**src/rtl/fetch_unit.sv**
```systemverilog
// Instruction fetch: owns the PC, reads the stalling instruction memory, drives the IF/ID latch write side.
// Latency: zero-wait memory delivers one instruction per cycle; a slow access shows as fetch-stall bubbles.
// Backpressure: stall_in holds the latch; a word that arrives while stalled is parked in a one-entry buffer.
// Optional perf counters (fetched_cnt, stall_cnt) are built when FETCH_PERF_CNT_EN is defined.
module fetch_unit #(
    parameter logic [15:0] RESET_PC  = 16'h0000,
    parameter logic [15:0] NOP_INSTR = 16'h0800
) (
    input  logic        clk,
    input  logic        rst,
    input  logic        stall_in,
    input  logic        redirect_valid,
    input  logic [15:0] redirect_pc,
    input  logic        halt_in,
    output logic [15:0] imem_addr,
    output logic        imem_rd,
    input  logic [15:0] imem_data,
    input  logic        imem_stall,
    input  logic        imem_done,
    output logic [15:0] instruction_out,
    output logic [15:0] pc_plus2_out,
    output logic        latch_en,
    output logic        flush_out,
    output logic        fetch_stall_out,
    output logic        halted
`ifdef FETCH_PERF_CNT_EN
    ,
    output logic [15:0] fetched_cnt,
    output logic [15:0] stall_cnt
`endif
);

    typedef enum logic [1:0] {S_FETCH, S_WAIT, S_HOLD, S_HALTED} state_t;

    state_t      state, state_nxt;
    logic [15:0] pc, pc_nxt;
    logic [15:0] buffer, buffer_nxt;
    logic [15:0] req_addr;
    logic        drop, drop_nxt;
    logic [15:0] pc_plus2;
    logic        ret;
    logic        outstanding;
    logic        rd_c, le_c, flush_c, fstall_c;
    logic [15:0] instr_c;

    assign pc_plus2 = pc + 16'd2;
    // A busy memory cannot be returning data, so done is only trusted when not stalled.
    assign ret = imem_done & ~imem_stall;
    // drop is only ever set while an access is in flight (WAIT or HALTED).
    assign outstanding = (state == S_WAIT) || drop;

    // Next-state and per-cycle latch outputs; redirect first, then a pending drop, then halt, then normal fetch.
    always_comb begin
        state_nxt  = state;
        pc_nxt     = pc;
        buffer_nxt = buffer;
        drop_nxt   = drop;
        rd_c       = 1'b0;
        le_c       = 1'b0;
        flush_c    = 1'b0;
        fstall_c   = 1'b0;
        instr_c    = NOP_INSTR;
        if (redirect_valid) begin
            flush_c = 1'b1;
            le_c    = 1'b1;
            pc_nxt  = redirect_pc;
            if (outstanding && !ret) begin
                state_nxt = S_WAIT;
                drop_nxt  = 1'b1;
            end else begin
                state_nxt = S_FETCH;
                drop_nxt  = 1'b0;
            end
        end else if (drop) begin
            if (ret) begin
                drop_nxt = 1'b0;
            end
            if (halt_in || state == S_HALTED) begin
                state_nxt = S_HALTED;
            end else if (ret) begin
                state_nxt = S_FETCH;
            end else begin
                fstall_c = 1'b1;
                le_c     = ~stall_in;
            end
        end else if (halt_in) begin
            state_nxt = S_HALTED;
            if (state == S_WAIT && !ret) begin
                drop_nxt = 1'b1;
            end
        end else begin
            case (state)
                S_FETCH, S_WAIT: begin
                    rd_c = (state == S_FETCH);
                    if (ret) begin
                        if (stall_in) begin
                            buffer_nxt = imem_data;
                            state_nxt  = S_HOLD;
                        end else begin
                            le_c      = 1'b1;
                            instr_c   = imem_data;
                            pc_nxt    = pc_plus2;
                            state_nxt = S_FETCH;
                        end
                    end else begin
                        fstall_c  = 1'b1;
                        le_c      = ~stall_in;
                        state_nxt = S_WAIT;
                    end
                end
                S_HOLD: begin
                    instr_c = buffer;
                    le_c    = ~stall_in;
                    if (!stall_in) begin
                        pc_nxt    = pc_plus2;
                        state_nxt = S_FETCH;
                    end
                end
                S_HALTED: begin
                    state_nxt = S_HALTED;
                end
                default: begin
                    state_nxt = S_FETCH;
                end
            endcase
        end
    end

    // State, PC, hold buffer, drop flag and the address of the access in flight.
    always_ff @(posedge clk or negedge rst) begin
        if (!rst) begin
            state    <= S_FETCH;
            pc       <= RESET_PC;
            buffer   <= 16'h0000;
            drop     <= 1'b0;
            req_addr <= RESET_PC;
        end else begin
            state  <= state_nxt;
            pc     <= pc_nxt;
            buffer <= buffer_nxt;
            drop   <= drop_nxt;
            if (rd_c) begin
                req_addr <= pc;
            end
        end
    end

    // While reset is asserted every output shows its idle value immediately.
    assign imem_addr       = (state == S_FETCH) ? pc : req_addr;
    assign imem_rd         = rst & rd_c;
    assign latch_en        = rst & le_c;
    assign flush_out       = rst & flush_c;
    assign fetch_stall_out = rst & fstall_c;
    assign halted          = rst & (state == S_HALTED);
    assign instruction_out = rst ? instr_c : NOP_INSTR;
    assign pc_plus2_out    = rst ? pc_plus2 : 16'h0000;

`ifdef FETCH_PERF_CNT_EN
    logic deliver;
    assign deliver = le_c & ~fstall_c & ~flush_c;

    // Saturating counts of real instructions written and of cycles spent waiting on memory.
    always_ff @(posedge clk or negedge rst) begin
        if (!rst) begin
            fetched_cnt <= 16'h0000;
            stall_cnt   <= 16'h0000;
        end else begin
            if (deliver && fetched_cnt != 16'hFFFF) begin
                fetched_cnt <= fetched_cnt + 16'd1;
            end
            if (state == S_WAIT && stall_cnt != 16'hFFFF) begin
                stall_cnt <= stall_cnt + 16'd1;
            end
        end
    end
`endif

endmodule

```
**config.mk**
```make
export PLATFORM = sky130hd
export DESIGN_NAME = fetch_unit
export DESIGN_NICKNAME = d
export VERILOG_FILES = /design/src/rtl/fetch_unit.sv
export SDC_FILE = /design/constraint.sdc
export NUM_CORES = 1
export LEC_CHECK = 0
export ABC_AREA = 1
export CAP_MARGIN = 0
export CORE_MARGIN = 2
export CORE_UTILIZATION = 49
export CTS_BUF_LIST = sky130_fd_sc_hd__clkbuf_2 sky130_fd_sc_hd__clkbuf_4 sky130_fd_sc_hd__clkbuf_8
export CTS_CLUSTER_SIZE = 30
export DETAILED_ROUTE_END_ITERATION = 8
export PLACE_DENSITY_LB_ADDON = 0.08
export SLEW_MARGIN = 20
export SYNTH_ARGS = -nofsm -noshare
export SYNTH_HDL_FRONTEND = slang
export SYNTH_SLANG_ARGS = --single-unit
```
**constraint.sdc**
```tcl
create_clock -name clk -period 1.5 [get_ports clk]
set_input_delay 0.225 -clock clk [delete_from_list [all_inputs] [get_ports clk]]
set_output_delay 0.225 -clock clk [all_outputs]
set_load 0.03 [all_outputs]
```
==> results of run 1 <==
==> what timing repair did <==
item,CTS
pin swaps,34
endpoints found under the hold margin,9
buffers inserted,28
hold buffers,1
cloned,6
resized for setup,165
endpoints found under the setup margin,67
==> cell usage after synthesis <==
cell	instances
a211oi_1	1
a21oi_1	41
buf_1	1
buf_2	11
buf_6	1
clkbuf_1	7
dfrtp_1	51
ha_1	1
inv_1	28
inv_2	8
nand2_1	152
nand2_2	3
nand2_4	1
nand3_1	56
nand4_1	9
nor2_1	44
nor2_2	1
nor2_4	2
nor3_1	6
o21ai_0	8
o21ai_1	21
o21ai_2	1
o22ai_1	1
or2_1	1
or2_2	3
xnor2_1	1
xor2_1	1
==> metrics by stage <==
stage / utilization [%] / cell area, sq um
after CTS: 95.1 / 5730
after detailed placement: 77.6 / 4670
after global placement: 77.6 / 4670
after floorplan: - / 3340
==> cell families after synthesis <==
| logic type | share of synthesized area, % |
|---|---|
| and+or+nand+nor | 38.3 |
| DFF | 41.2 |
| AOI/OAI and AO/OA | 12.0 |
| buffers and inverters | 7.47 |
| xor gates and xnor gates | 0.566 |
| adders and majority gates | 0.404 |
==> flow_metrics.py, run 1 <==
metrics = {
    "synthesis": {
        "syn_inst": 461,
        "synth_top_area_share_pct": 41.2,
        "synth-seq-area-share_pct": 41.2,
        "syn-num-nets": 501,
        "synth_area_sq_um": 3100,
        "synth_cell_type_count": 27,
        "synth_area_leader_cell": "dfrtp_1",
        "ys_top_cells_by_area": "dfrtp_1, nand2_1, nand3_1",
        "yosysWarnings": 0,
        "ys_seq_elements": 51,
        "avgSynthCellArea_sq_um": 6.72,
    },
    "floorplan": {
        "ios": 92,
        "die_w_um": 83.5,
        "die_h_um": 83.5,
        "core.rowCount": 28,
        "initial_core_util_pct": 51.4,
    },
    "placed_design": {
        "dp_hpwl_mm": 7.11,
        "place.gp.congestion": 0.887,
        "port_buffers": 91,
        "placedCellCount": 669,
        "place_ws_ns": -0.342,
    },
    "clock_network": {
        "clock_path_buffers": 2,
        "cts_sinks": 51,
        "numCtsBuffers": 5,
        "cts_root_buf": "clkbuf_8",
        "htree_levels": 2,
    },
    "status": {
        "tool.error": "[ERROR DPL-0038] Utilization greater than 100%, impossible to legalize",
        "outcome": "aborted with a tool error",
        "haltStage": "global routing",
    },
    "global_route": {
        "grt_max_degree": 43,
    },
    "sta": {
        "worst_endpoint_kind": "output port",
        "postGrtWorstEndpoint": "pc_plus2_out[13]",
    },
}
==> run 2, diff against run 1 <==
--- a/config.mk
+++ b/config.mk
@@ -8,11 +8,9 @@
 export ABC_AREA = 1
 export CAP_MARGIN = 0
 export CORE_MARGIN = 2
-export CORE_UTILIZATION = 49
-export CTS_BUF_LIST = sky130_fd_sc_hd__clkbuf_2 sky130_fd_sc_hd__clkbuf_4 sky130_fd_sc_hd__clkbuf_8
-export CTS_CLUSTER_SIZE = 30
+export CORE_UTILIZATION = 40
 export DETAILED_ROUTE_END_ITERATION = 8
-export PLACE_DENSITY_LB_ADDON = 0.08
+export PLACE_DENSITY_LB_ADDON = 0.15
 export SLEW_MARGIN = 20
 export SYNTH_ARGS = -nofsm -noshare
 export SYNTH_HDL_FRONTEND = slang
==> run 2 against run 1 <==
Synthesized cell count did not move. Area after synthesis is the same. The flow now finishes, with violations (negative setup slack).
==> flow_metrics.py, run 2 <==
metrics = {
    "synthesis": {
        "syn_inst": 461,
        "async_flop_share_pct": 100,
        "synth_area_leader_cell": "dfrtp_1",
        "synthFlopType": "dfrtp_1",
        "yosysMostFrequentCell": "nand2_1",
        "synth_area_sq_um": 3100,
        "avgSynthCellArea_sq_um": 6.72,
        "synth_common_cells": "nand2_1, nand3_1, dfrtp_1",
        "synth-seq-area-share_pct": 41.2,
        "ys_top_cells_by_area": "dfrtp_1, nand2_1, nand3_1",
        "synth_top_area_share_pct": 41.2,
        "synth-edff-count": 0,
        "yosysWarnings": 0,
        "synth_cell_type_count": 27,
        "syn-num-nets": 501,
        "ys_seq_elements": 51,
    },
    "status": {
        "outcome": "complete, but fails checks",
        "violations": "negative setup slack",
    },
    "critical_path": {
        "cp-end-kind": "output pin",
        "worstSetupStartpointType": "register",
        "slowest_stage": "dfrtp_2",
        "crit_type": "register to output pin",
        "startpoint": "state[1]",
        "arrival_ns": 1.83,
        "crit_fanout": 7,
        "slowest_delay_ns": 0.43,
        "worstReg2RegStart": "state[1]",
        "rr_endpoint": "pc[6]",
        "r2r_cells": 11,
        "critPathRequiredTime_ns": 1.27,
        "crit_end": "instruction_out[6]",
        "r2r_slack_ns": -0.22,
        "crit_chain": "buf_6 > nor2_4 > clkbuf_16 > nand3_1 > a21oi_1 > buf_4",
    },
    "sta": {
        "worstMarginPinSlew_ns": 0.645,
        "hold-worst-slack_ns": 0.264,
        "final.period_utilization_pct": 137,
        "setup_viol": 82,
        "skew_ns": 0.00901,
        "period_minus_slack_ns": 2.06,
        "rsz0062_at_grt": "true",
        "finalMaxSlewViolations": 0,
        "final_hold_viol_count": 0,
        "slew_headroom_pct": 57.0,
        "fmax_mhz": 486,
        "setup_ws_ns": -0.556,
    },
    "power": {
        "p_switching_mw": 3.94,
        "switching_share_pct": 45.7,
        "power_frac_seq_pct": 27.5,
        "p_comb_share_pct": 61.6,
        "leakage_nw": 2.76,
        "power_density_nw_per_um2": 1380,
        "internal_power_mw": 4.68,
        "vdd_ir_drop_max_uv": 1000,
        "power.share.clock_pct": 10.9,
    },
    "final_layout": {
        "mostFrequentLayoutCell": "nand2_1",
        "utilization_pct": 82.4,
        "multi_input_area_sq_um": 2510,
        "finalNetCount": 684,
        "top_regs": "buffer x16, pc x16, req_addr x16",
        "area_delta_synth_final_pct": 102,
        "layout_common_cells": "nand2_1, buf_6, buf_4",
        "nFillCells": 415,
        "drive_gt1_share_pct": 49.8,
        "final-seq-area_sq_um": 1280,
        "num_antenna_cells": 0,
    },
    "global_route": {
        "grt_first_pass_wirelength_mm": 18.4,
        "grt_pass1_vias": 3851,
        "gr-usage-all-layers_pct": 27.0,
        "antenna_found_initial": 0,
        "gr-total-overflow": 0,
        "grt_max_degree": 51,
    },
    "placed_design": {
        "port_buffers": 91,
        "dp_hpwl_mm": 7.01,
        "place.gp.congestion": 0.894,
    },
    "floorplan": {
        "initial_core_util_pct": 40.7,
        "die_w_um": 92.0,
        "coreArea_sq_um": 7610,
        "dieArea_sq_um": 8460,
        "ios": 92,
        "core.rowCount": 32,
        "die_h_um": 92.0,
    },
    "clock_network": {
        "cts_sinks": 51,
        "htree_levels": 2,
        "tritoncts": "built",
        "clock_path_buffers": 2,
        "clk_pin_slew_worst_paths_ns": 0.10,
        "numCtsBuffers": 5,
        "cts_root_buf": "clkbuf_8",
        "insertion_delay_ns": 0.32,
    },
    "job": {
        "cap_viol_max_count": 0,
    },
    "routing": {
        "via_per_inst": 5.62,
        "vias": 4195,
        "wire_per_inst_um": 18.8,
        "drt-initial-drc-count": 306,
        "first_pass_iters": 5,
        "wl_mm": 14.1,
        "ant_nets": 0,
        "drcViolationCount": 0,
    },
    "hold_path": {
        "min_path_type": "input port to async pin",
    },
}
[run 2: cell counts after synthesis]
No cell type changed its count.
[run 2: power by group through the flow]
stage                     Sequential [mW]  Clock (mW)  Combinational (mW)
after global placement               2.18           0                3.77
final                                2.37       0.938                5.30
after floorplan                      2.15           0                2.35
after detailed placement             2.20           0                3.85
after CTS                            2.27       0.923                4.62
after global routing                 2.41        1.01                5.63
[run 2: area by class of cell]
type / instances / share of cell area (%)
repair buffers: 194 / 33.4
flip-flops and latches: 51 / 20.4
repair inverters: 1 / 0.120
well taps: 102 / 2.04
clock inverters: 1 / 0.120
multi-input cells: 355 / 40.0
clock buffers: 7 / 1.54
inverters: 36 / 2.32
[run 2: cell families (layout without fill, tap and decap cells)]
logic type / count (synthesis) / in the layout / synth area share, %
DFF: 51 / 51 / 41.2
adders and majority gates: 1 / 1 / 0.404
and+or+nand+nor: 278 / 279 / 38.3
AOI/OAI and AO/OA: 73 / 73 / 12.0
xor gates and xnor gates: 2 / 2 / 0.566
buffers and inverters: 56 / 239 / 7.47
[run 2: timing repair]
item,in CTS,in global routing
cloned,5,4
hold endpoints to repair,1,0
gates resized for setup,122,121
setup endpoints to repair,65,94
pin swaps,23,50
hold buffers,1,0
setup buffers,14,23
[run 2: routing by layer]
metal / routed length, um / vias up / global-route usage (%)
li1: - / 1868 / -
met1: 5530 / 2038 / 35.9
met2: 7020 / 234 / 45.6
met3: 982 / 55 / 3.62
met4: 520 / 0 / 8.96
met5: 0 / - / 0
[run 2: worst min-delay path by stage]
| stage | from | to | slack, ns | depth (start not counted) |
|---|---|---|---|---|
| after floorplan | rst | buffer[0] | -0.07 | 0 |
| after global placement | rst | pc[0] | 0.21 | 2 |
| after detailed placement | rst | pc[0] | 0.22 | 2 |
| after CTS | rst | req_addr[0] | 0.27 | 3 |
| after global routing | rst | req_addr[0] | 0.31 | 3 |
| final | rst | req_addr[0] | 0.26 | 3 |
[run 2: metrics by stage]
step	cells	TNS, ns	instance area, sq um	total power, mW	worst slack (ns)
after global placement	700	-15.97	4770	5.96	-0.281
after global routing	747	-28.23	6270	9.04	-0.591
after CTS	727	-17.04	5570	7.81	-0.426
final	747	-23.26	6270	8.62	-0.556
after floorplan	461	-3.48	3340	4.50	-0.264
after detailed placement	700	-17.92	4770	6.06	-0.322
[run 2: worst max-delay path, delay by kind of cell (launching register included)]
family	cells	cell delay, ns
AOI/OAI and AO/OA	1	0.17
buffers and inverters	3	0.54
DFF	1	0.43
and+or+nand+nor	2	0.37
(Power assumes the default switching activity.)
==> run 3, diff against run 2 <==
--- a/config.mk
+++ b/config.mk
@@ -6,9 +6,11 @@
 export NUM_CORES = 1
 export LEC_CHECK = 0
 export ABC_AREA = 1
+export ABC_CLOCK_PERIOD_IN_PS = 1500
 export CAP_MARGIN = 0
 export CORE_MARGIN = 2
 export CORE_UTILIZATION = 40
+export CTS_CLUSTER_DIAMETER = 150
 export DETAILED_ROUTE_END_ITERATION = 8
 export PLACE_DENSITY_LB_ADDON = 0.15
 export SLEW_MARGIN = 20
==> results of run 3 <==
The final DEF is identical to that of run 2; final timing and power are the same.
==> run 4, diff against run 3 <==
--- a/config.mk
+++ b/config.mk
@@ -13,7 +13,7 @@
 export CTS_CLUSTER_DIAMETER = 150
 export DETAILED_ROUTE_END_ITERATION = 8
 export PLACE_DENSITY_LB_ADDON = 0.15
-export SLEW_MARGIN = 20
+export RECOVER_POWER = 50
 export SYNTH_ARGS = -nofsm -noshare
 export SYNTH_HDL_FRONTEND = slang
 export SYNTH_SLANG_ARGS = --single-unit
==> run 4 against run 3 <==
Combinational power is essentially flat. Sequential power about the same. Utilization down 0.066 points. The flow still finishes with violations (negative setup slack).
==> flow_metrics.py, run 4 (synthesized netlist as in run 2, its figures left out) <==
metrics = {
    "global_route": {
        "grt_max_degree": 51,
        "antenna_found_initial": 0,
        "gr-usage-all-layers_pct": 27.0,
        "gr-total-overflow": 0,
        "grt_first_pass_wirelength_mm": 18.4,
        "grt_pass1_vias": 3851,
    },
    "clock_network": {
        "clock_path_buffers": 2,
        "htree_levels": 2,
        "cts_root_buf": "clkbuf_8",
        "cts_sinks": 51,
        "insertion_delay_ns": 0.32,
        "clk_pin_slew_worst_paths_ns": 0.10,
        "tritoncts": "built",
        "numCtsBuffers": 5,
    },
    "final_layout": {
        "layout_common_cells": "nand2_1, buf_6, buf_4",
        "mostFrequentLayoutCell": "nand2_1",
        "finalNetCount": 684,
        "top_regs": "buffer x16, pc x16, req_addr x16",
        "utilization_pct": 82.3,
        "drive_gt1_share_pct": 49.5,
        "area_delta_synth_final_pct": 102,
        "num_antenna_cells": 0,
    },
    "sta": {
        "final.period_utilization_pct": 138,
        "period_minus_slack_ns": 2.07,
        "worstMarginPinSlew_ns": 0.709,
        "slew_headroom_pct": 52.7,
        "setup_ws_ns": -0.572,
        "finalMaxSlewViolations": 0,
        "skew_ns": 0.0109,
        "fmax_mhz": 483,
        "setup_viol": 82,
        "hold-worst-slack_ns": 0.468,
        "rsz0062_at_grt": "true",
        "final_hold_viol_count": 0,
    },
    "job": {
        "cap_viol_max_count": 0,
    },
    "routing": {
        "vias": 4179,
        "ant_nets": 0,
        "wire_per_inst_um": 18.8,
        "wl_mm": 14.0,
        "via_per_inst": 5.59,
        "first_pass_iters": 5,
        "drt-initial-drc-count": 326,
        "drcViolationCount": 0,
    },
    "critical_path": {
        "critPathRequiredTime_ns": 1.27,
        "crit_type": "register to output pin",
        "r2r_slack_ns": -0.22,
        "arrival_ns": 1.85,
        "crit_fanout": 7,
        "cp-end-kind": "output pin",
        "worstSetupStartpointType": "register",
    },
    "floorplan": {
        "die_w_um": 92.0,
        "dieArea_sq_um": 8460,
        "core.rowCount": 32,
        "ios": 92,
        "coreArea_sq_um": 7610,
        "initial_core_util_pct": 40.7,
        "die_h_um": 92.0,
    },
    "power": {
        "leakage_nw": 2.76,
        "vdd_ir_drop_max_uv": 1010,
        "total_power_mw": 8.61,
        "power_density_nw_per_um2": 1380,
    },
    "placed_design": {
        "dp_hpwl_mm": 7.01,
        "port_buffers": 91,
        "place.gp.congestion": 0.894,
    },
    "hold_path": {
        "min_path_type": "input port to register",
    },
    "status": {
        "outcome": "complete, but fails checks",
        "violations": "negative setup slack",
    },
}
-- run 4: cell count changes in the layout (fill, tap and decap cells not counted), sizes merged --
| cell | before | now |
|---|---|---|
| buf | 153 | 150 |
| clkbuf | 10 | 13 |
-- run 4: report_power, final --
part           total (mW)  internal, mW  leakage [nW]  switching (mW)
Combinational        5.31          2.39          2.06            2.91
Clock               0.932         0.421        0.0505           0.511
Sequential           2.37          1.87         0.645           0.508
Total                8.61          4.68          2.76            3.93
-- run 4: area by class of cell --
cell class | instances | area, sq um
clock buffer | 7 | 96.3
clock inverter | 1 | 7.51
fill | 418 | 1350
inverter | 36 | 145
multi-input combinational | 355 | 2510
sequential | 51 | 1280
tap | 102 | 128
timing repair buffer | 194 | 2090
timing repair inverter | 1 | 7.51
-- run 4: path summary, 6_finish.rpt --
| kind | startpoint | endpoint | depth (start not counted) |
|---|---|---|---|
| worst max-delay path | state[1] | instruction_out[6] | 6 |
| worst min-delay path | redirect_pc[0] | pc[0] | 3 |
| worst max register to register | state[1] | pc[6] | 11 |
| worst min register to register | buffer[3] | buffer[3] | 2 |
| max in group asynchronous | rst | state[0] | 3 |
| min in group asynchronous | rst | pc[2] | 3 |
-- run 4: layer usage --
metal  routed length (um)  global-route usage, %  part of all wire, %  vias up
li1                     -                      -                    -     1873
met1                 5520                   35.9                   39     2033
met3                  948                   3.62                  6.8       57
met2                 7010                   45.6                   50      216
met4                  567                   8.96                  4.0        0
met5                    0                      0                    0        -
-- run 4: repair_timing --
action,4_1_cts,5_1_grt
pin swaps,23,50
hold buffers,1,0
endpoints found under the hold margin,1,0
gates cloned,5,4
setup endpoints to repair,65,94
buffers inserted,14,23
resized for setup,122,121
-- run 4: per-stage QoR --
step	setup slack [ns]	setup TNS (ns)	instance area, sq um	cells
2_1_floorplan	-0.264	-3.48	3340	461
3_3_place_gp	-0.281	-15.97	4770	700
3_5_place_dp	-0.322	-17.92	4770	700
4_1_cts	-0.426	-17.04	5570	727
5_1_grt	-0.591	-28.24	6260	747
6_report	-0.572	-23.22	6260	747
-- run 4: critical path: stages (launching register included) --
cell	delay, ns
dfrtp_2	0.43
buf_6	0.14
nor2_4	0.25
clkbuf_16	0.22
nand3_1	0.11
a21oi_1	0.19
buf_4	0.19
